File: config.mk
export PLATFORM = sky130hd
export DESIGN_NAME = data_memory
export DESIGN_NICKNAME = d
export VERILOG_FILES = /design/src/rtl/dmem_pkg.sv /design/src/rtl/dmem_lane_align.sv /design/src/rtl/data_memory.sv
export SDC_FILE = /design/constraint.sdc
export NUM_CORES = 2
export LEC_CHECK = 0
export CELL_PAD_IN_SITES_DETAIL_PLACEMENT = 1
export CELL_PAD_IN_SITES_GLOBAL_PLACEMENT = 1
export CORE_UTILIZATION = 30
export CTS_CLUSTER_DIAMETER = 40
export DETAILED_ROUTE_END_ITERATION = 10
export PLACE_DENSITY_LB_ADDON = 0.2
export SYNTH_ARGS = -nofsm -noshare
export SYNTH_HDL_FRONTEND = slang
export SYNTH_SLANG_ARGS = --single-unit
File: constraint.sdc
create_clock -name clk_i -period 12.4 [get_ports clk_i]
set_input_delay 2.48 -clock clk_i [delete_from_list [all_inputs] [get_ports clk_i]]
set_output_delay 2.48 -clock clk_i [all_outputs]
set_load 0.02 [all_outputs]
File: src/rtl/dmem_pkg.sv
// -----------------------------------------------------------------------------
// dmem_pkg
// Shared definitions for the byte-addressable data memory:
//   - access size encodings driven on size_i (11 is reserved and behaves as word)
//   - controller state encoding (clear-after-reset vs. serving requests)
//   - the alignment rule shared by the store and load paths
// -----------------------------------------------------------------------------
package dmem_pkg;

   localparam logic [1:0] SIZE_BYTE = 2'b00;
   localparam logic [1:0] SIZE_HALF = 2'b01;
   localparam logic [1:0] SIZE_WORD = 2'b10;

   typedef enum logic {
      ST_INIT,
      ST_IDLE
   } dmem_state_e;

   // A half must sit on an even byte address and a word on a multiple of four.
   // Any encoding other than byte or half, including the reserved one, counts
   // as a word.
   function automatic logic is_misaligned(input logic [1:0] size,
                                          input logic [1:0] byte_off);
      logic mis;
      case (size)
         SIZE_BYTE: mis = 1'b0;
         SIZE_HALF: mis = byte_off[0];
         default:   mis = |byte_off;
      endcase
      return mis;
   endfunction

endpackage

File: src/rtl/dmem_lane_align.sv
// -----------------------------------------------------------------------------
// dmem_lane_align
// Purely combinational lane steering for 32-bit little-endian memory words.
// The same block can be reused by the write-back path.
//
// Ports:
//   size_i      access size (byte / half / word, reserved = word)
//   unsigned_i  load extension: 1 zero-extend, 0 sign-extend
//   byte_off_i  byte address bits [1:0]
//   wdata_i     right-justified store data
//   rword_i     full memory word being loaded
//   be_o        byte enables for the store
//   wdata_o     store data replicated onto every lane (be_o picks the lanes)
//   rdata_o     extracted and extended load data
// -----------------------------------------------------------------------------
module dmem_lane_align
   import dmem_pkg::*;
(
   input  logic [1:0]  size_i,
   input  logic        unsigned_i,
   input  logic [1:0]  byte_off_i,
   input  logic [31:0] wdata_i,
   input  logic [31:0] rword_i,
   output logic [3:0]  be_o,
   output logic [31:0] wdata_o,
   output logic [31:0] rdata_o
);

   logic [7:0]  rbyte;
   logic [15:0] rhalf;

   // Lane extraction for loads. A half only ever looks at bit 1 of the
   // offset; misaligned halves are masked off by the caller.
   always_comb begin
      // NOTE: every output of a combinational block gets a default first, so no
      // path can leave it unassigned and infer a latch.
      rbyte = rword_i[7:0];
      case (byte_off_i)
         2'd0:    rbyte = rword_i[7:0];
         2'd1:    rbyte = rword_i[15:8];
         2'd2:    rbyte = rword_i[23:16];
         default: rbyte = rword_i[31:24];
      endcase
      rhalf = byte_off_i[1] ? rword_i[31:16] : rword_i[15:0];
   end

   always_comb begin
      be_o    = 4'b0000;
      wdata_o = 32'd0;
      rdata_o = 32'd0;
      case (size_i)
         SIZE_BYTE: begin
            be_o    = 4'b0001 << byte_off_i;
            wdata_o = {4{wdata_i[7:0]}};
            rdata_o = {{24{~unsigned_i & rbyte[7]}}, rbyte};
         end
         SIZE_HALF: begin
            be_o    = byte_off_i[1] ? 4'b1100 : 4'b0011;
            wdata_o = {2{wdata_i[15:0]}};
            rdata_o = {{16{~unsigned_i & rhalf[15]}}, rhalf};
         end
         default: begin
            be_o    = 4'b1111;
            wdata_o = wdata_i;
            rdata_o = rword_i;
         end
      endcase
   end

endmodule

File: src/rtl/data_memory.sv
// -----------------------------------------------------------------------------
// data_memory
// Byte-addressable data memory for the single-cycle RISC-V datapath.
// Byte/half/word stores with per-lane writes, sign/zero-extended loads,
// misalignment flagging, optional registered read port and a clear-after-reset
// sequence that zeroes one word per cycle.
//
// Parameters:
//   DEPTH       number of 32-bit words (power of two, >= 2)
//   ADDR_WIDTH  byte address width
//   READ_REG    0 = results in the acceptance cycle, 1 = one cycle later
//   INIT_CLEAR  1 = zero the array after reset before serving requests
//
// Ports:
//   clk_i, rst_i   clock (rising edge), asynchronous active-high reset
//   req_i, we_i    access request, 1 = store / 0 = load
//   size_i         00 byte, 01 half, 10/11 word
//   unsigned_i     load extension select
//   addr_i         byte address, word index addr_i[ADDR_WIDTH-1:2]
//   wdata_i        right-justified store data
//   rdata_o        extended load data (0 when no valid load)
//   rvalid_o       rdata_o valid
//   ready_o        requests are accepted this cycle
//   misaligned_o   accepted request is misaligned
//   init_done_o    clear sequence finished, sticky until reset
// -----------------------------------------------------------------------------
module data_memory
   import dmem_pkg::*;
#(
   parameter int DEPTH      = 64,
   parameter int ADDR_WIDTH = $clog2(DEPTH) + 2,
   parameter int READ_REG   = 0,
   parameter int INIT_CLEAR = 1
) (
   input  logic                  clk_i,
   input  logic                  rst_i,
   input  logic                  req_i,
   input  logic                  we_i,
   input  logic [1:0]            size_i,
   input  logic                  unsigned_i,
   input  logic [ADDR_WIDTH-1:0] addr_i,
   input  logic [31:0]           wdata_i,
   output logic [31:0]           rdata_o,
   output logic                  rvalid_o,
   output logic                  ready_o,
   output logic                  misaligned_o,
   output logic                  init_done_o
);

   localparam int               IDX_W     = ADDR_WIDTH - 2;
   localparam logic [IDX_W-1:0] LAST_IDX  = IDX_W'(DEPTH - 1);
   localparam dmem_state_e      RST_STATE = (INIT_CLEAR != 0) ? ST_INIT : ST_IDLE;
   localparam logic             RST_DONE  = (INIT_CLEAR == 0);

   dmem_state_e      state_q, state_d;
   logic [IDX_W-1:0] init_cnt_q, init_cnt_d;
   logic             init_done_q, init_done_d;

   logic [31:0]      mem [DEPTH];

   logic [1:0]       byte_off;
   logic [IDX_W-1:0] word_idx;
   logic [31:0]      rd_word;
   logic             misaligned;

   logic [3:0]       lane_be;
   logic [31:0]      lane_wdata;
   logic [31:0]      lane_rdata;

   logic             ready;
   logic             accept;
   logic             load_acc;
   logic             store_acc;

   logic             mem_we;
   logic [IDX_W-1:0] mem_widx;
   logic [3:0]       mem_be;
   logic [31:0]      mem_wdata;

   logic [31:0]      rdata_d;
   logic             rvalid_d;
   logic             misaligned_d;

   assign byte_off   = addr_i[1:0];
   assign word_idx   = addr_i[ADDR_WIDTH-1:2];
   assign rd_word    = mem[word_idx];
   assign misaligned = is_misaligned(size_i, byte_off);

   dmem_lane_align u_lane_align (
      .size_i     (size_i),
      .unsigned_i (unsigned_i),
      .byte_off_i (byte_off),
      .wdata_i    (wdata_i),
      .rword_i    (rd_word),
      .be_o       (lane_be),
      .wdata_o    (lane_wdata),
      .rdata_o    (lane_rdata)
   );

   // ---------------------------------------------------------------------------
   // Controller state register
   // ---------------------------------------------------------------------------
   always_ff @(posedge clk_i or posedge rst_i) begin
      // NOTE: flops take non-blocking assignments so every register samples
      // the values from before the edge, regardless of statement order.
      if (rst_i) begin
         state_q     <= RST_STATE;
         init_cnt_q  <= '0;
         init_done_q <= RST_DONE;
      end else begin
         state_q     <= state_d;
         init_cnt_q  <= init_cnt_d;
         init_done_q <= init_done_d;
      end
   end

   // ---------------------------------------------------------------------------
   // Next-state logic: INIT walks the word counter once, then parks in IDLE.
   // ---------------------------------------------------------------------------
   always_comb begin
      state_d     = state_q;
      init_cnt_d  = init_cnt_q;
      init_done_d = init_done_q;
      case (state_q)
         ST_INIT: begin
            init_cnt_d = init_cnt_q + 1'b1;
            if (init_cnt_q == LAST_IDX) begin
               state_d     = ST_IDLE;
               init_cnt_d  = '0;
               init_done_d = 1'b1;
            end
         end
         default: ;
      endcase
   end

   // ---------------------------------------------------------------------------
   // Output / datapath control
   // ---------------------------------------------------------------------------
   always_comb begin
      ready     = (state_q == ST_IDLE);
      accept    = req_i & ready;
      load_acc  = accept & ~we_i;
      store_acc = accept & we_i & ~misaligned;

      // A misaligned load still completes, but with zero data.
      rdata_d      = (load_acc & ~misaligned) ? lane_rdata : 32'd0;
      rvalid_d     = load_acc;
      misaligned_d = accept & misaligned;

      // The single write port is owned by the clear sequence during INIT and
      // by accepted aligned stores afterwards. No writes while reset is held.
      mem_we    = 1'b0;
      mem_widx  = word_idx;
      mem_be    = lane_be;
      mem_wdata = lane_wdata;
      if (state_q == ST_INIT) begin
         mem_we    = ~rst_i;
         mem_widx  = init_cnt_q;
         mem_be    = 4'b1111;
         mem_wdata = 32'd0;
      end else if (store_acc) begin
         mem_we    = ~rst_i;
      end
   end

   assign ready_o     = ready;
   assign init_done_o = init_done_q;

   // ---------------------------------------------------------------------------
   // Storage array with per-byte write enables
   // ---------------------------------------------------------------------------
   // NOTE: the array is deliberately not reset; resetting it would turn it into
   // DEPTH*32 flops. Contents are cleared only by the INIT sequence.
   always_ff @(posedge clk_i) begin
      if (mem_we) begin
         for (int b = 0; b < 4; b++) begin
            if (mem_be[b]) begin
               mem[mem_widx][8*b +: 8] <= mem_wdata[8*b +: 8];
            end
         end
      end
   end

   // ---------------------------------------------------------------------------
   // Result port: direct or one-cycle registered
   // ---------------------------------------------------------------------------
   generate
      if (READ_REG != 0) begin : g_read_reg
         logic [31:0] rdata_q;
         logic        rvalid_q;
         logic        misaligned_q;

         // Registering the already-gated values makes the outputs fall back to
         // zero on the cycle after the last accepted access.
         always_ff @(posedge clk_i or posedge rst_i) begin
            if (rst_i) begin
               rdata_q      <= 32'd0;
               rvalid_q     <= 1'b0;
               misaligned_q <= 1'b0;
            end else begin
               rdata_q      <= rdata_d;
               rvalid_q     <= rvalid_d;
               misaligned_q <= misaligned_d;
            end
         end

         assign rdata_o      = rdata_q;
         assign rvalid_o     = rvalid_q;
         assign misaligned_o = misaligned_q;
      end else begin : g_read_comb
         assign rdata_o      = rdata_d;
         assign rvalid_o     = rvalid_d;
         assign misaligned_o = misaligned_d;
      end
   endgenerate

endmodule
==> impl_metrics.toml <==
[clock_network]
path_clk_slew_ns = 0.04
cts_sinks = 2056
cts_max_path_buffers = 4
clockRootBuffer = "clkbuf_16"
worstSkewPairLatency_ns = 0.98
cts_buffers = 359
holdBufCountCts = 0
h-tree-depth = 5
ctsResizeCount = 0
tritoncts = "done"
post-cts-setup-buffer-count = 0

[sta]
fmax_mhz = 91.3
slew-limit-headroom_pct = 6.45
slew_viol_final = 0
finalSetupViolCount = 0
skew_ns = 0.0544
fin_crit_ns = 10.95
hold_viol_final = 0
fin_crit_sh_pct = 88.3
tns_ns = 0
rsz0062_at_grt = "false"
worst_pin_slew_ns = 1.39

[detailed_routing]
drt_iter0_drc = 3930
avgViaCountPerCell = 5.18
first_pass_iters = 5
drcViolationCount = 0
vias = 41600
ant_nets = 0
routedWlPerCell_um = 33.5
drt_wl_total_um = 269000

[placed_design]
io_buffers = 82
dp.cells = 7381
dp_hpwl_um = 168000
place_congestion = 0.906

[grt]
grt_max_degree = 78
grt_first_pass_wirelength_um = 370000
grt_util_all_layers_pct = 19.7
grt_overflow = 0
met1_usage_pct = 25.2
antenna_found_initial = 11
top_usage_layer = "met2"
grt_use_met3_pct = 3.71
grt_use_met2_pct = 32.1
grt_pass1_vias = 43900

[yosys]
yosys.area.top_type_share_pct = 75.7
muxShareOfSynthArea_pct = 17.5
synth.cell_area_um2 = 81200
yosys_warnings = 0
synthesis.nets = 3871
synth_compound_area_share_pct = 1.72
synth-seq-cells = 2056
yosysUniqueCellTypes = 63
synth_flop_cell = "edfxtp_1"
synth-edff-count = 2048
seq_area_frac_synth_pct = 76.0
synthAdderAreaFrac_pct = 0.0154
synth_top_family_by_area = "multiplexers"
synth_area_leaders = "edfxtp_1, mux4_2, nor2_1"
synthSimpleGateAreaFrac_pct = 3.30
async_reset_ff_share_pct = 0.389
synth_cells = 3823
synth_largest_area_cell = "edfxtp_1"
synth_xor_area_share_pct = 0.0216
avgSynthCellArea_um2 = 21.2

[final_layout]
post_route_cells_drive_above_1_share_pct = 30.6
syn2layout_area_growth_pct = 21.8
instances_no_fill = 8024
final_common_cell = "edfxtp_1"
nNetsFinal = 4238
final_core_util_pct = 36.8
layout_common_cells = "edfxtp_1, mux4_2, clkbuf_16"

[pwr]
powerDensity_nw_per_um2 = 181
clock_power_share_pct = 55.6
comb_power_share_pct = 2.3
p_int_mw = 14.1
p_leak_nw = 26.3
power_switching_mw = 3.81
seqPwrFrac_pct = 42.1
switching_share_pct = 21.3
vdd_ir_drop_max_mv = 0.130

[die]
die-area_um2 = 273000
initial_utilization_pct = 30.2
die_y_um = 522
io-pin-count = 83
placementRows = 190
core_um2 = 269000
die_w_um = 522

[run_status]
status = "finished clean"

[worst_setup_path]
worstPathRequired_ns = 9.92
cp.arrival_ns = 8.47
path_class = "in -> out"
startpoint_type = "primary input"
end_kind = "output pin"
crit_fanout = 77
reg2reg_slack_ns = 7.93

[min_path]
hp-class = "reg -> reg"

[flow_run]
cap_violations = 0
## per-stage QoR
stage               power [mW]  area, um2  worst slack, ns  hold slack, ns
floorplan                 7.92      81200             4.84           0.459
finish                    17.9      98900             1.45           0.517
CTS                       18.1      98900             1.60           0.515
detailed placement        8.10      86800             1.62           0.494
global route              18.4      98900             1.55           0.540
global placement          8.10      86800             1.24           0.495
## synth_stat cells (7+ instances only)
master	n
a22oi_1	39
o211a_1	8
buf_6	13
a21boi_0	8
buf_1	22
mux4_2	579
mux2_2	11
nor3_1	11
nand2_1	193
inv_1	11
nor4_1	11
nand3_1	30
nor2b_1	27
a21oi_1	32
a31oi_1	12
buf_4	35
clkbuf_1	82
o22ai_1	9
edfxtp_1	2048
a221oi_1	7
nor2_1	316
and2_1	11
a32oi_1	11
buf_2	70
nand4_1	14
o21ai_0	25
mux2i_1	102
dfrtp_1	8
## state kept, by name (all words and copies together), names as in the netlist
| name | cells |
|---|---|
| ready_o | 1 |
| mem | 2048 |
| init_done_o | 1 |
| init_cnt_q | 6 |
## per-layer routing
layer / vias to the layer above / share of wire, %
met5: - / 0.023
met4: 6 / 5.4
met3: 505 / 5.5
met2: 1418 / 48
met1: 22800 / 41
li1: 16800 / -
## critical path, stage by stage
cell and delay (ns):
buf_8 0.50, buf_12 0.45, clkinv_1 0.75, buf_4 0.52, mux2i_1 0.20, o22ai_1 0.18, nor4_1 0.88, buf_4 0.28
mux2_2 0.19, nand2_1 0.07, o211ai_2 0.08, buf_4 0.33, o21ai_0 0.56, clkdlybuf4s50_1 0.73
## kinds of logic (layout without fill, tap and decap cells)
family                     count (synthesis)  in the layout
AOI/OAI and AO/OA                        199            199
xor gates and xnor gates                   2              2
adders and majority gates                  1              1
buffers and inverters                    235            879
DFF                                     2056           2056
muxes                                    692            692
other                                      0              5
and+or+nand+nor                          638            638
## final timing paths
path                                     from             to  cells past startpoint
worst min-delay path            init_cnt_q[2]  init_cnt_q[2]                      1
worst min register to register  init_cnt_q[2]  init_cnt_q[2]                      1
min in group asynchronous               rst_i    init_done_o                      2
max in group asynchronous               rst_i  init_cnt_q[2]                      2
worst max-delay path                addr_i[3]    rdata_o[23]                     14
worst max register to register        ready_o     mem[36][7]                      6
## area by class of cell
type                    instances  area, um2
clock buffers                 396       9210
repair buffers                229       2090
diodes                          5       12.5
multi-input cells            1532      18500
inverters                      12       51.3
flip-flops and latches       2056      61700
fillers                     25900     170000
well taps                    3552       4440
clock inverters               242       2870
## power by group through the flow
stage | Clock, mW | Combinational [mW] | Sequential (mW)
5_1_grt | 10.4 | 0.435 | 7.53
3_3_place_gp | 0 | 0.424 | 7.67
6_report | 9.95 | 0.419 | 7.53
3_5_place_dp | 0 | 0.424 | 7.67
4_1_cts | 10.1 | 0.424 | 7.53
2_1_floorplan | 0 | 0.249 | 7.67
Note: power is estimated with default switching activity, not from simulation.
